### src/rtl/uart_cmd_assembler.sv
// ============================================================================
// Module   : uart_cmd_assembler
// Purpose  : DUT-side partner of the remote command transmitter.
//            RX path: joins two UART bytes (high, then low) into a 16-bit
//            command. An inter-byte timeout drops a partial frame so that
//            the receiver can resynchronise after a lost byte.
//            TX path: queues 8-bit responses in a 2-entry FIFO and sends
//            them one at a time through the UART trmt/tx_done handshake.
// Ports    : clk, rst_n                    - clock, sync active-low reset
//            rx_data, rx_rdy, clr_rx_rdy   - UART receive handshake
//            cmd, cmd_rdy, clr_cmd_rdy     - assembled command to consumer
//            resp, send_resp               - response push
//            tx_data, trmt, tx_done        - UART transmit handshake
//            resp_sent, frame_err, resp_drop - status pulses
// Revision : 1.0 - initial release
// ============================================================================
`default_nettype none

module uart_cmd_assembler #(
  parameter int TIMEOUT_CYC = 2**16
) (
  input  logic        clk,
  input  logic        rst_n,
  input  logic [7:0]  rx_data,
  input  logic        rx_rdy,
  output logic        clr_rx_rdy,
  output logic [15:0] cmd,
  output logic        cmd_rdy,
  input  logic        clr_cmd_rdy,
  input  logic [7:0]  resp,
  input  logic        send_resp,
  output logic [7:0]  tx_data,
  output logic        trmt,
  input  logic        tx_done,
  output logic        resp_sent,
  output logic        frame_err,
  output logic        resp_drop
);

  localparam int            CNT_W    = (TIMEOUT_CYC > 2) ? $clog2(TIMEOUT_CYC) : 1;
  localparam logic [CNT_W-1:0] CNT_LAST = CNT_W'(TIMEOUT_CYC - 1);

  // --------------------------------------------------------------------------
  // Receive path
  // --------------------------------------------------------------------------
  typedef enum logic [0:0] {
    WAIT_HIGH = 1'b0,
    WAIT_LOW  = 1'b1
  } rx_state_t;

  rx_state_t        rx_state;
  logic [7:0]       high_byte;
  logic [CNT_W-1:0] to_cnt;
  logic             clr_prev;
  logic             byte_take;

  // The UART drops rx_rdy on the edge after our clear pulse. Ignoring rx_rdy
  // in the cycle right after a clear guarantees one byte is never consumed
  // twice and that clr_rx_rdy can never be high on consecutive cycles.
  assign byte_take  = rst_n & rx_rdy & ~clr_prev;
  assign clr_rx_rdy = byte_take;

  always_ff @(posedge clk) begin
    if (!rst_n) begin
      rx_state  <= WAIT_HIGH;
      high_byte <= 8'h00;
      to_cnt    <= '0;
      clr_prev  <= 1'b0;
      cmd       <= 16'h0000;
      cmd_rdy   <= 1'b0;
      frame_err <= 1'b0;
    end else begin
      clr_prev  <= byte_take;
      frame_err <= 1'b0;

      // The consumer's acknowledge is applied first. Completion of a new
      // command later in this block overrides it.
      if (clr_cmd_rdy) begin
        cmd_rdy <= 1'b0;
      end

      case (rx_state)
        WAIT_HIGH: begin
          if (byte_take) begin
            high_byte <= rx_data;
            to_cnt    <= '0;
            cmd_rdy   <= 1'b0;  // never show a stale command once a new frame starts
            rx_state  <= WAIT_LOW;
          end
        end

        WAIT_LOW: begin
          if (byte_take) begin
            // A byte arriving on the timeout cycle itself still completes the frame.
            cmd      <= {high_byte, rx_data};
            cmd_rdy  <= 1'b1;
            rx_state <= WAIT_HIGH;
          end else if (to_cnt == CNT_LAST) begin
            frame_err <= 1'b1;
            high_byte <= 8'h00;
            rx_state  <= WAIT_HIGH;
          end else begin
            to_cnt <= to_cnt + 1'b1;
          end
        end

        default: rx_state <= WAIT_HIGH;
      endcase
    end
  end

  // --------------------------------------------------------------------------
  // Transmit path
  // --------------------------------------------------------------------------
  typedef enum logic [0:0] {
    TX_IDLE = 1'b0,
    TX_BUSY = 1'b1
  } tx_state_t;

  tx_state_t  tx_state;
  logic [7:0] fifo_mem [2];
  logic       rd_ptr;
  logic       wr_ptr;
  logic [1:0] fifo_cnt;
  logic       fifo_full;
  logic       pop;
  logic       push;

  assign fifo_full = (fifo_cnt == 2'd2);
  assign pop       = (tx_state == TX_BUSY) & tx_done;
  // A pop in the same cycle frees a slot, so a push into a full FIFO is still accepted.
  assign push      = send_resp & (~fifo_full | pop);

  always_ff @(posedge clk) begin
    if (!rst_n) begin
      tx_state    <= TX_IDLE;
      tx_data     <= 8'h00;
      trmt        <= 1'b0;
      resp_sent   <= 1'b0;
      resp_drop   <= 1'b0;
      rd_ptr      <= 1'b0;
      wr_ptr      <= 1'b0;
      fifo_cnt    <= 2'd0;
      fifo_mem[0] <= 8'h00;
      fifo_mem[1] <= 8'h00;
    end else begin
      trmt      <= 1'b0;
      resp_sent <= 1'b0;
      resp_drop <= send_resp & ~push;

      if (push) begin
        fifo_mem[wr_ptr] <= resp;
        wr_ptr           <= ~wr_ptr;
      end
      if (pop) begin
        rd_ptr <= ~rd_ptr;
      end

      case ({push, pop})
        2'b10:   fifo_cnt <= fifo_cnt + 2'd1;
        2'b01:   fifo_cnt <= fifo_cnt - 2'd1;
        default: fifo_cnt <= fifo_cnt;
      endcase

      case (tx_state)
        TX_IDLE: begin
          // tx_done seen here belongs to no byte of ours and is ignored.
          if (fifo_cnt != 2'd0) begin
            tx_data  <= fifo_mem[rd_ptr];
            trmt     <= 1'b1;
            tx_state <= TX_BUSY;
          end
        end

        TX_BUSY: begin
          if (tx_done) begin
            resp_sent <= 1'b1;
            tx_state  <= TX_IDLE;
          end
        end

        default: tx_state <= TX_IDLE;
      endcase
    end
  end

endmodule

`default_nettype wire

### config.mk
export PLATFORM = sky130hd
export DESIGN_NAME = uart_cmd_assembler
export DESIGN_NICKNAME = d
export VERILOG_FILES = /design/src/rtl/uart_cmd_assembler.sv
export SDC_FILE = /design/constraint.sdc
export NUM_CORES = 1
export LEC_CHECK = 0
export ABC_AREA = 0
export BUFFER_PORTS_ARGS = -buffer_cell sky130_fd_sc_hd__buf_2
export CAP_MARGIN = 20
export CORE_MARGIN = 5
export CORE_UTILIZATION = 55
export DETAILED_ROUTE_END_ITERATION = 10
export HOLD_SLACK_MARGIN = 0.06
export PLACE_DENSITY = 0.78
export SYNTH_ARGS = -nofsm -noshare
export SYNTH_HDL_FRONTEND = slang
export SYNTH_SLANG_ARGS = --single-unit
### constraint.sdc
create_clock -name clk -period 2.66 [get_ports clk]
set_input_delay 0.532 -clock clk [delete_from_list [all_inputs] [get_ports clk]]
set_output_delay 0.532 -clock clk [all_outputs]
set_load 0.02 [all_outputs]
==> impl_metrics.csv, run 1 <==
group,metric,value,unit
place,hpwlAfterDp,4.80,mm
yosys,postSynthCellCount,324,
die,io_pins,52,
detailed_routing,drtPass1Iterations,4,
yosys,yosys.area_share.xor_xnor,1.11,%
yosys,synth.net_count,348,
pwr,p_int,0.00201,W
die,die_h,85.7,um
die,fp.dieW,85.7,um
worst_setup_path,critPathSlowestCell,"or4_2",
clock_tree,postCtsSetupBuffers,0,
cells_and_area,num-fill-cells,465,
worst_setup_path,path_cells,"ha_1 -> nand3_1 -> or4_2 -> nand2_1 -> o21ai_0",
sta,finalHoldViolCount,0,
worst_setup_path,end_kind,"register",
place,gp_congestion,0.866,
pwr,p_comb_share,20.1,%
yosys,netlist_area,3150,um^2
worst_setup_path,crit_fanout,6,
cells_and_area,drive_gt1_share,23.3,%
yosys,synth_compound_area_share,13.1,%
global_routing,grt_pass1_wl,11.4,mm
global_routing,antenna_found_initial,0,
yosys,async_reset_ff_share,0,%
sta,fin_crit,2.10,ns
clock_tree,htree_levels,3,
pwr,seqPwrFrac,49.0,%
yosys,syn_area_per_cell,9.73,um^2
worst_setup_path,cp_data_arrival_time,2.32,ns
worst_setup_path,worstSetupPathType,"reg2reg",
sta,grt_setup_unrepaired,"no",
detailed_routing,postRouteWirelength,6.79,mm
run,cap_violations,0,
detailed_routing,detail-route-antenna-nets,0,
pwr,switching_share,31.0,%
worst_setup_path,max_stage_delay,0.79,ns
cells_and_area,nets,406,
detailed_routing,drc,0,
yosys,ys_ff_latch,76,
pwr,power_leakage,1.49,nW
global_routing,grt.overflow.total,0,
yosys,synth_mux_area_share,4.45,%
sta,fin_crit_sh,79.0,%
pwr,switchingPower,0.000905,W
worst_setup_path,cp-start-kind,"register",
clock_tree,ctsHoldBuffers,0,
yosys,synth_edf_count,16,
global_routing,grt_use_total,19.4,%
sta,setup_violations,0,
global_routing,grt_max_degree,33,
sta,relSlewSlack,61.7,%
yosys,synth-adder-area-share,0.794,%
yosys,ys.flop_type,"dfxtp_1",
pwr,ir_drop,0.461,mV
clock_tree,cts_tree,"built",
die,rows,27,
clock_tree,cts_resized,0,
sta,whs,0.401,ns
die,core,5540,um^2
sta,worstMarginPinSlew,0.573,ns
yosys,yosysSeqAreaShare,53.4,%
yosys,ys_types,48,
global_routing,grt_pass1_vias,2419,
sta,finalMaxSlewViolations,0,
clock_tree,root_buffer,"clkbuf_8",
clock_tree,clk_latency,0.34,ns
clock_tree,clk_path_buf_depth,2,
cells_and_area,layout_commonest_cell,"dfxtp_1",
yosys,synth_top_family_by_area,"simple AND/OR/NAND/NOR gates",
yosys,synthSimpleGateAreaFrac,24.2,%
detailed_routing,via_count,2559,
sta,fmax,476,MHz
pwr,clkPwrFrac,30.9,%
cells_and_area,area_delta_synth_final,18.4,%
hold_path,hp-class,"in2reg",
cells_and_area,antenna_cells,0,
worst_setup_path,critical_path_required,2.88,ns
yosys,yosysWarningCount,0,
clock_tree,numClockSinks,76,
detailed_routing,drtIter0Drc,188,
die,dieArea,7340,um^2
cells_and_area,layout_common_cells,"dfxtp_1 (60), buf_2 (53), nand2_1 (46)",
die,start_util,56.9,%
sta,clock_skew,0.00688,ns
clock_tree,numCtsBuffers,9,
pwr,power_density,782,nW/um^2
sta,fin_tns_setup,0,ns
detailed_routing,vias_per_cell,5.58,
detailed_routing,wl_per_cell,14.8,um
clock_tree,clkTransAtPathRegs,0.08,ns
outcome,status,"completed",
place,io_buffers,51,
==> synthesized netlist by cell type (2+ instances only) <==
master / number / area, um^2
inv_1: 6 / 22.5
edfxtp_1: 16 / 480
o2111ai_1: 3 / 26.3
nand2_1: 46 / 173
or4_1: 3 / 22.5
nor3b_1: 2 / 15.0
nor2_1: 18 / 67.6
nor3_1: 9 / 45.0
a22o_1: 8 / 70.1
o21ai_0: 24 / 120
dfxtp_1: 60 / 1200
a211oi_1: 8 / 60.1
buf_2: 2 / 10.0
and2_1: 19 / 119
mux2i_1: 14 / 140
ha_1: 2 / 25.0
a21oi_1: 4 / 20.0
nor4_1: 8 / 50.1
nand4_1: 5 / 31.3
nor2b_1: 2 / 12.5
xnor2_1: 3 / 26.3
nand3_1: 10 / 50.1
or3_1: 5 / 31.3
clkbuf_1: 14 / 52.6
nand2b_1: 7 / 43.8
o211ai_1: 4 / 30.0
==> metrics by stage <==
| step | std cells | area (um^2) | total power, W | setup slack [ns] | util [%] |
|---|---|---|---|---|---|
| after detailed placement | 441 | 3510 | 0.00204 | 0.326 | 63.4 |
| after global routing | 459 | 3730 | 0.00306 | 0.431 | 67.3 |
| after floorplan | 324 | 3150 | 0.00184 | 0.588 | - |
| after global placement | 441 | 3510 | 0.00202 | 0.446 | 63.4 |
| after CTS | 457 | 3720 | 0.00294 | 0.524 | 67.2 |
| final | 459 | 3730 | 0.00292 | 0.559 | 67.3 |
==> metal layers <==
layer | vias to the layer above | GRT usage, % | wire (um)
met5 | - | 0 | 0
met4 | 0 | 9.64 | 157
met3 | 17 | 4.13 | 417
met2 | 76 | 30.0 | 3200
met1 | 1185 | 25.8 | 3020
li1 | 1281 | - | -
==> logic make-up after synthesis <==
family / count (synthesis)
compound gates: 61
xor+xnor: 4
fa+ha+maj: 2
buf+inv: 24
flops: 76
mux: 14
simple gates: 143
==> power by group through the flow <==
| stage | clock (W) | combinational (W) | sequential, W |
|---|---|---|---|
| 2_1_floorplan | 0 | 0.000333 | 0.00151 |
| 3_3_place_gp | 0 | 0.000566 | 0.00145 |
| 3_5_place_dp | 0 | 0.000586 | 0.00146 |
| 4_1_cts | 0.000921 | 0.000588 | 0.00143 |
| 5_1_grt | 0.000969 | 0.000645 | 0.00145 |
| 6_report | 0.000902 | 0.000586 | 0.00143 |
==> state kept, by name, indices dropped and copies added (netlist names) <==
signal     count
clr_prev       1
cmd           16
cmd_rdy        1
fifo_cnt       2
fifo_mem      16
frame_err      1
high_byte      8
rd_ptr         1
resp_drop      1
resp_sent      1
rx_state       1
to_cnt        16
trmt           1
tx_data        8
tx_state       1
wr_ptr         1
==> final cells by class <==
class / instances / area, um^2 / share of cell area, %
clock buffers: 9 / 124 / 3.32
clock inverters: 7 / 83.8 / 2.25
inverters: 7 / 26.3 / 0.704
multi-input cells: 224 / 1380 / 36.9
flip-flops and latches: 76 / 1680 / 45.1
well taps: 72 / 90.1 / 2.41
repair buffers: 64 / 348 / 9.32
==> worst max-delay path, delay by kind of cell (launching register included) <==
kind                       cells  cell delay [ns]
adders and majority gates      1             0.22
and+or+nand+nor                3             1.23
AOI/OAI and AO/OA              1             0.13
DFF                            1             0.41
==> final timing paths <==
path,start,end,slack [ns],depth (start not counted)
worst max register to register,to_cnt[0],to_cnt[1],0.56,5
worst min-delay path,rx_data[1],cmd[1],0.40,3
worst min register to register,cmd[7],cmd[7],0.46,2
worst max-delay path,to_cnt[0],to_cnt[1],0.56,5
Power figures use the tool's default switching activity.
==> run 2: changes to the inputs <==
==> constraint.sdc (replaced) <==
create_clock -name clk -period 2.1 [get_ports clk]
set_input_delay 0.42 -clock clk [delete_from_list [all_inputs] [get_ports clk]]
set_output_delay 0.42 -clock clk [all_outputs]
set_load 0.02 [all_outputs]
==> run 2 against run 1 <==
Net effect: first-iteration DRC count shrank 35%; wire length is 1.9% higher; clock power increased by 6.4%; worst setup slack got worse by 0.43 ns; final area rose by 0.34%; critical path depth is the same; sequential power is 27% higher; largest cell class unchanged; sequential share of layout area decreased by 0.15 points; critical path type unchanged.
==> impl_metrics.csv, run 2 (synthesis results as in run 1) <==
group,metric,value,unit
outcome,status,"completed",
worst_setup_path,reg2reg_from,"to_cnt[0]",
sta,finalHoldViolCount,0,
pwr,power_leakage,1.50,nW
worst_setup_path,cp_data_arrival_time,2.26,ns
sta,fin_tns_setup,0,ns
place,place_area,3570,um^2
hold_path,hold_start,"rx_data[4]",
detailed_routing,detail-route-antenna-nets,0,
cells_and_area,postLayoutCoreUtil,67.6,%
die,io_pins,52,
cells_and_area,nets,412,
place,gp_congestion,0.866,
run,cap_violations,0,
clock_tree,clkTransAtPathRegs,0.08,ns
die,fp.dieW,85.7,um
sta,fin_crit,1.97,ns
cells_and_area,area_delta_synth_final,18.8,%
clock_tree,ctsHoldBuffers,0,
clock_tree,htree_levels,3,
global_routing,antenna_found_initial,0,
place,io_buffers,51,
detailed_routing,vias_per_cell,5.47,
clock_tree,cts_tree,"built",
place,dp_slack,0.0407,ns
cells_and_area,layout_commonest_cell,"dfxtp_1",
clock_tree,numClockSinks,76,
detailed_routing,postRouteWirelength,6.92,mm
clock_tree,numCtsBuffers,9,
sta,clock_skew,0.00708,ns
worst_setup_path,crit_fanout,6,
global_routing,grt.overflow.total,0,
cells_and_area,antenna_cells,0,
cells_and_area,num-fill-cells,459,
pwr,ir_drop,0.554,mV
clock_tree,clk_latency,0.36,ns
cells_and_area,reg.largest.list,"cmd: 16 flops, fifo_mem: 16 flops, to_cnt: 16 flops",
detailed_routing,drtPass1Iterations,4,
worst_setup_path,reg2reg_depth,5,
clock_tree,root_buffer,"clkbuf_8",
clock_tree,postCtsSetupBuffers,0,
global_routing,grt_pass1_vias,2405,
pwr,power_density,941,nW/um^2
worst_setup_path,r2r_slack,0.13,ns
clock_tree,clk_path_buf_depth,2,
sta,fmax,507,MHz
cells_and_area,stdcell_area,3740,um^2
detailed_routing,drtIter0Drc,122,
hold_path,worstHoldEndpoint,"cmd[4]",
cells_and_area,drive_gt1_share,24.2,%
sta,setup_violations,0,
detailed_routing,wl_per_cell,14.9,um
cells_and_area,layout_common_cells,"dfxtp_1 (60), buf_2 (51), nand2_1 (45)",
place,hpwlAfterDp,4.83,mm
worst_setup_path,cp-start-kind,"register",
worst_setup_path,worstSetupPathType,"reg2reg",
detailed_routing,via_count,2544,
sta,finalMaxSlewViolations,0,
place,dp.cells,449,
die,dieArea,7340,um^2
global_routing,grt_use_total,19.6,%
die,start_util,56.9,%
sta,fin_crit_sh,94.0,%
worst_setup_path,r2r_end,"to_cnt[10]",
sta,worstMarginPinSlew,0.734,ns
die,rows,27,
sta,grt_setup_unrepaired,"no",
hold_path,whs_path_depth,3,
detailed_routing,drc,0,
global_routing,grt_max_degree,33,
sta,relSlewSlack,50.7,%
cells_and_area,final_cells,465,
hold_path,hp-class,"in2reg",
die,core,5540,um^2
die,die_h,85.7,um
worst_setup_path,critical_path_required,2.39,ns
sta,worst_slack,0.126,ns
global_routing,grt_pass1_wl,11.3,mm
worst_setup_path,end_kind,"register",
run 2: cell types whose count changed in the layout (fill, tap and decap cells not counted), moves of 2 or more:
cell      previous run  this run
buf_2               53        51
buf_4               11        19
clkinv_1             1         3
clkinv_2             0         2
clkinv_4             3         0
run 2: what timing repair did:
action | in CTS | in global routing
setup endpoints to repair | 0 | 5
hold endpoints to repair | 0 | 0
gates resized for setup | 0 | 2
run 2: how the worst max path moves through the flow:
stage	endpoint	from	slack [ns]	cells past startpoint
3_3_place_gp	to_cnt[15]	to_cnt[0]	0.14	5
6_report	to_cnt[10]	to_cnt[0]	0.13	5
5_1_grt	fifo_mem[1][2]	tx_state	0.003	5
4_1_cts	to_cnt[15]	to_cnt[0]	0.04	5
3_5_place_dp	to_cnt[15]	to_cnt[0]	0.04	5
2_1_floorplan	to_cnt[6]	rst_n	0.14	6
run 2: final cells by class:
class / instances / area [um^2] / share of cell area (%)
repair buffers: 70 / 398 / 10.6
inverters: 7 / 26.3 / 0.702
well taps: 72 / 90.1 / 2.41
multi-input cells: 224 / 1380 / 36.9
clock inverters: 7 / 41.3 / 1.10
clock buffers: 9 / 124 / 3.31
flip-flops and latches: 76 / 1680 / 44.9
run 2: per-stage QoR:
step | power (W) | hold slack [ns]
6_report | 0.00352 | 0.274
5_1_grt | 0.00372 | 0.270
4_1_cts | 0.00355 | 0.266
3_5_place_dp | 0.00260 | 0.449
3_3_place_gp | 0.00256 | 0.443
2_1_floorplan | 0.00233 | 0.426
run 2: per-layer routing:
layer	vias up	wire length, um	track usage, %
li1	1297	-	-
met1	1170	3170	26.0
met2	64	3210	29.7
met3	13	418	4.80
met4	0	124	10.1
met5	-	0	0
run 2: critical path, stage by stage (launching register included):
cell,delay (ns)
dfxtp_1,0.40
ha_1,0.21
nand3_1,0.20
or3b_2,0.55
nor4_1,0.33
mux2i_1,0.21
run 2: power by group:
part | leakage [nW] | total (W) | internal (W) | switching (W)
Clock | 0.0805 | 0.000960 | 0.000420 | 0.000540
Combinational | 0.762 | 0.000753 | 0.000303 | 0.000449
Sequential | 0.658 | 0.00181 | 0.00168 | 0.000125
Total | 1.50 | 0.00352 | 0.00241 | 0.00111
==> run 3: changes to the inputs <==
--- a/config.mk
+++ b/config.mk
@@ -13,6 +13,7 @@
 export DETAILED_ROUTE_END_ITERATION = 10
 export HOLD_SLACK_MARGIN = 0.06
 export PLACE_DENSITY = 0.78
+export REMOVE_ABC_BUFFERS = 1
 export SYNTH_ARGS = -nofsm -noshare
 export SYNTH_HDL_FRONTEND = slang
 export SYNTH_SLANG_ARGS = --single-unit
==> run 3 against run 2 <==
Net effect: die area stayed put; sequential cell count stayed put; clock skew is 0.0014 ns lower; fmax is 1.2% lower; utilization is 0.38 points higher; sequential power hardly changed; critical endpoint is now to_cnt[15]; clock power is 12% higher.
==> impl_metrics.csv, run 3 (synthesis results as in run 1) <==
group,metric,value,unit
clock_tree,numCtsBuffers,9,
place,hpwlAfterDp,4.65,mm
cells_and_area,num-fill-cells,446,
sta,worstMarginPinSlew,0.739,ns
detailed_routing,drc,0,
clock_tree,clk_latency,0.35,ns
worst_setup_path,max_stage_delay,0.75,ns
worst_setup_path,startpoint,"to_cnt[0]",
die,core,5540,um^2
pwr,clkPwrFrac,29.8,%
clock_tree,root_buffer,"clkbuf_8",
pwr,power_density,963,nW/um^2
pwr,p_comb_share,20.4,%
hold_path,hp-class,"in2reg",
global_routing,antenna_found_initial,0,
worst_setup_path,reg2reg_from,"to_cnt[0]",
die,rows,27,
clock_tree,clk_path_buf_depth,2,
detailed_routing,vias_per_cell,5.57,
hold_path,hold_start,"rx_data[4]",
pwr,power_leakage,1.51,nW
clock_tree,numClockSinks,76,
clock_tree,cts_tree,"built",
worst_setup_path,path_cells,"ha_1 -> nand3_1 -> or4_2 -> nand2_1 -> o221ai_1",
die,die_h,85.7,um
worst_setup_path,cp.buffers_inverters,0,
worst_setup_path,end_kind,"register",
detailed_routing,via_count,2591,
sta,setup_violations,0,
die,dieArea,7340,um^2
worst_setup_path,critPathSlowestCell,"or4_2",
detailed_routing,drtIter0Drc,134,
global_routing,grt.overflow.total,0,
pwr,power,0.00362,W
cells_and_area,layout_commonest_cell,"dfxtp_1",
cells_and_area,antenna_cells,0,
worst_setup_path,critical_path_required,2.32,ns
global_routing,grt_pass1_wl,11.5,mm
sta,fin_crit_sh,95.1,%
detailed_routing,drtPass1Iterations,4,
global_routing,grt_use_total,19.5,%
cells_and_area,layout_common_cells,"dfxtp_1 (60), buf_2 (51), nand2_1 (46)",
cells_and_area,multi_input_area,1380,um^2
outcome,status,"completed",
sta,fmax,501,MHz
clock_tree,ctsHoldBuffers,0,
sta,whs,0.290,ns
sta,fin_crit,2.00,ns
run,cap_violations,0,
pwr,p_int,0.00254,W
sta,fin_tns_setup,0,ns
pwr,seqPwrFrac,49.7,%
pwr,switching_share,30.0,%
worst_setup_path,path_delay_family,"simple AND/OR/NAND/NOR gates",
cells_and_area,drive_gt1_share,24.2,%
sta,relSlewSlack,50.4,%
clock_tree,postCtsSetupBuffers,0,
pwr,switchingPower,0.00109,W
worst_setup_path,cp_data_arrival_time,2.21,ns
worst_setup_path,cp-start-kind,"register",
global_routing,grt_pass1_vias,2532,
place,gp_congestion,0.939,
detailed_routing,wl_per_cell,14.3,um
cells_and_area,reg.largest.list,"cmd: 16 flops, fifo_mem: 16 flops, to_cnt: 16 flops",
sta,clock_skew,0.00564,ns
clock_tree,htree_levels,3,
pwr,ir_drop,0.716,mV
detailed_routing,detail-route-antenna-nets,0,
worst_setup_path,worstSetupPathType,"reg2reg",
clock_tree,cts_resized,0,
cells_and_area,regArea,1680,um^2
die,fp.dieW,85.7,um
global_routing,grt_max_degree,33,
die,io_pins,52,
sta,finalHoldViolCount,0,
clock_tree,clkTransAtPathRegs,0.08,ns
sta,grt_setup_unrepaired,"no",
cells_and_area,nets,412,
cells_and_area,area_delta_synth_final,19.5,%
sta,finalMaxSlewViolations,0,
worst_setup_path,crit_fanout,5,
place,io_buffers,51,
die,start_util,56.9,%
detailed_routing,postRouteWirelength,6.65,mm
run 3: path summary, 6_finish.rpt:
check	slack (ns)	depth (start not counted)	to
worst max-delay path	0.10	5	to_cnt[15]
worst min-delay path	0.29	3	cmd[4]
worst max register to register	0.10	5	to_cnt[15]
worst min register to register	0.45	2	cmd[8]
run 3: stage by stage:
stage                     instance area (um^2)  utilization (%)  std cells  setup slack [ns]
after floorplan                           3090                -        307             0.257
after global placement                    3570             64.5        449             0.204
after detailed placement                  3570             64.5        449             0.125
after CTS                                 3760             68.0        465             0.126
after global routing                      3760             68.0        465            0.0118
final                                     3760             68.0        465             0.103
run 3: area by class of cell:
type                    instances  share of cell area [%]
flip-flops and latches         76                    44.7
multi-input cells             224                    36.6
repair buffers                 70                    10.6
clock buffers                  10                    3.39
well taps                      72                    2.39
clock inverters                 6                    1.69
inverters                       7                   0.698
run 3: power groups by stage:
stage               registers, W  clock network [W]  logic, W
finish                   0.00180            0.00108  0.000740
global route             0.00183            0.00116  0.000828
CTS                      0.00181            0.00110  0.000749
detailed placement       0.00184                  0  0.000743
global placement         0.00183                  0  0.000735
floorplan                0.00193                  0  0.000379
run 3: worst register-to-register path: stages (launching register included):
cell	delay (ns)
dfxtp_1	0.40
ha_1	0.22
nand3_1	0.15
or4_2	0.75
nand2_1	0.22
o221ai_1	0.13
run 3: routing by layer:
layer	part of all wire [%]	up-vias	GRT usage (%)
met3	4.4	7	3.94
li1	-	1296	-
met1	44	1228	23.9
met2	50	60	33.3
met4	1.4	0	8.06
met5	0	-	0
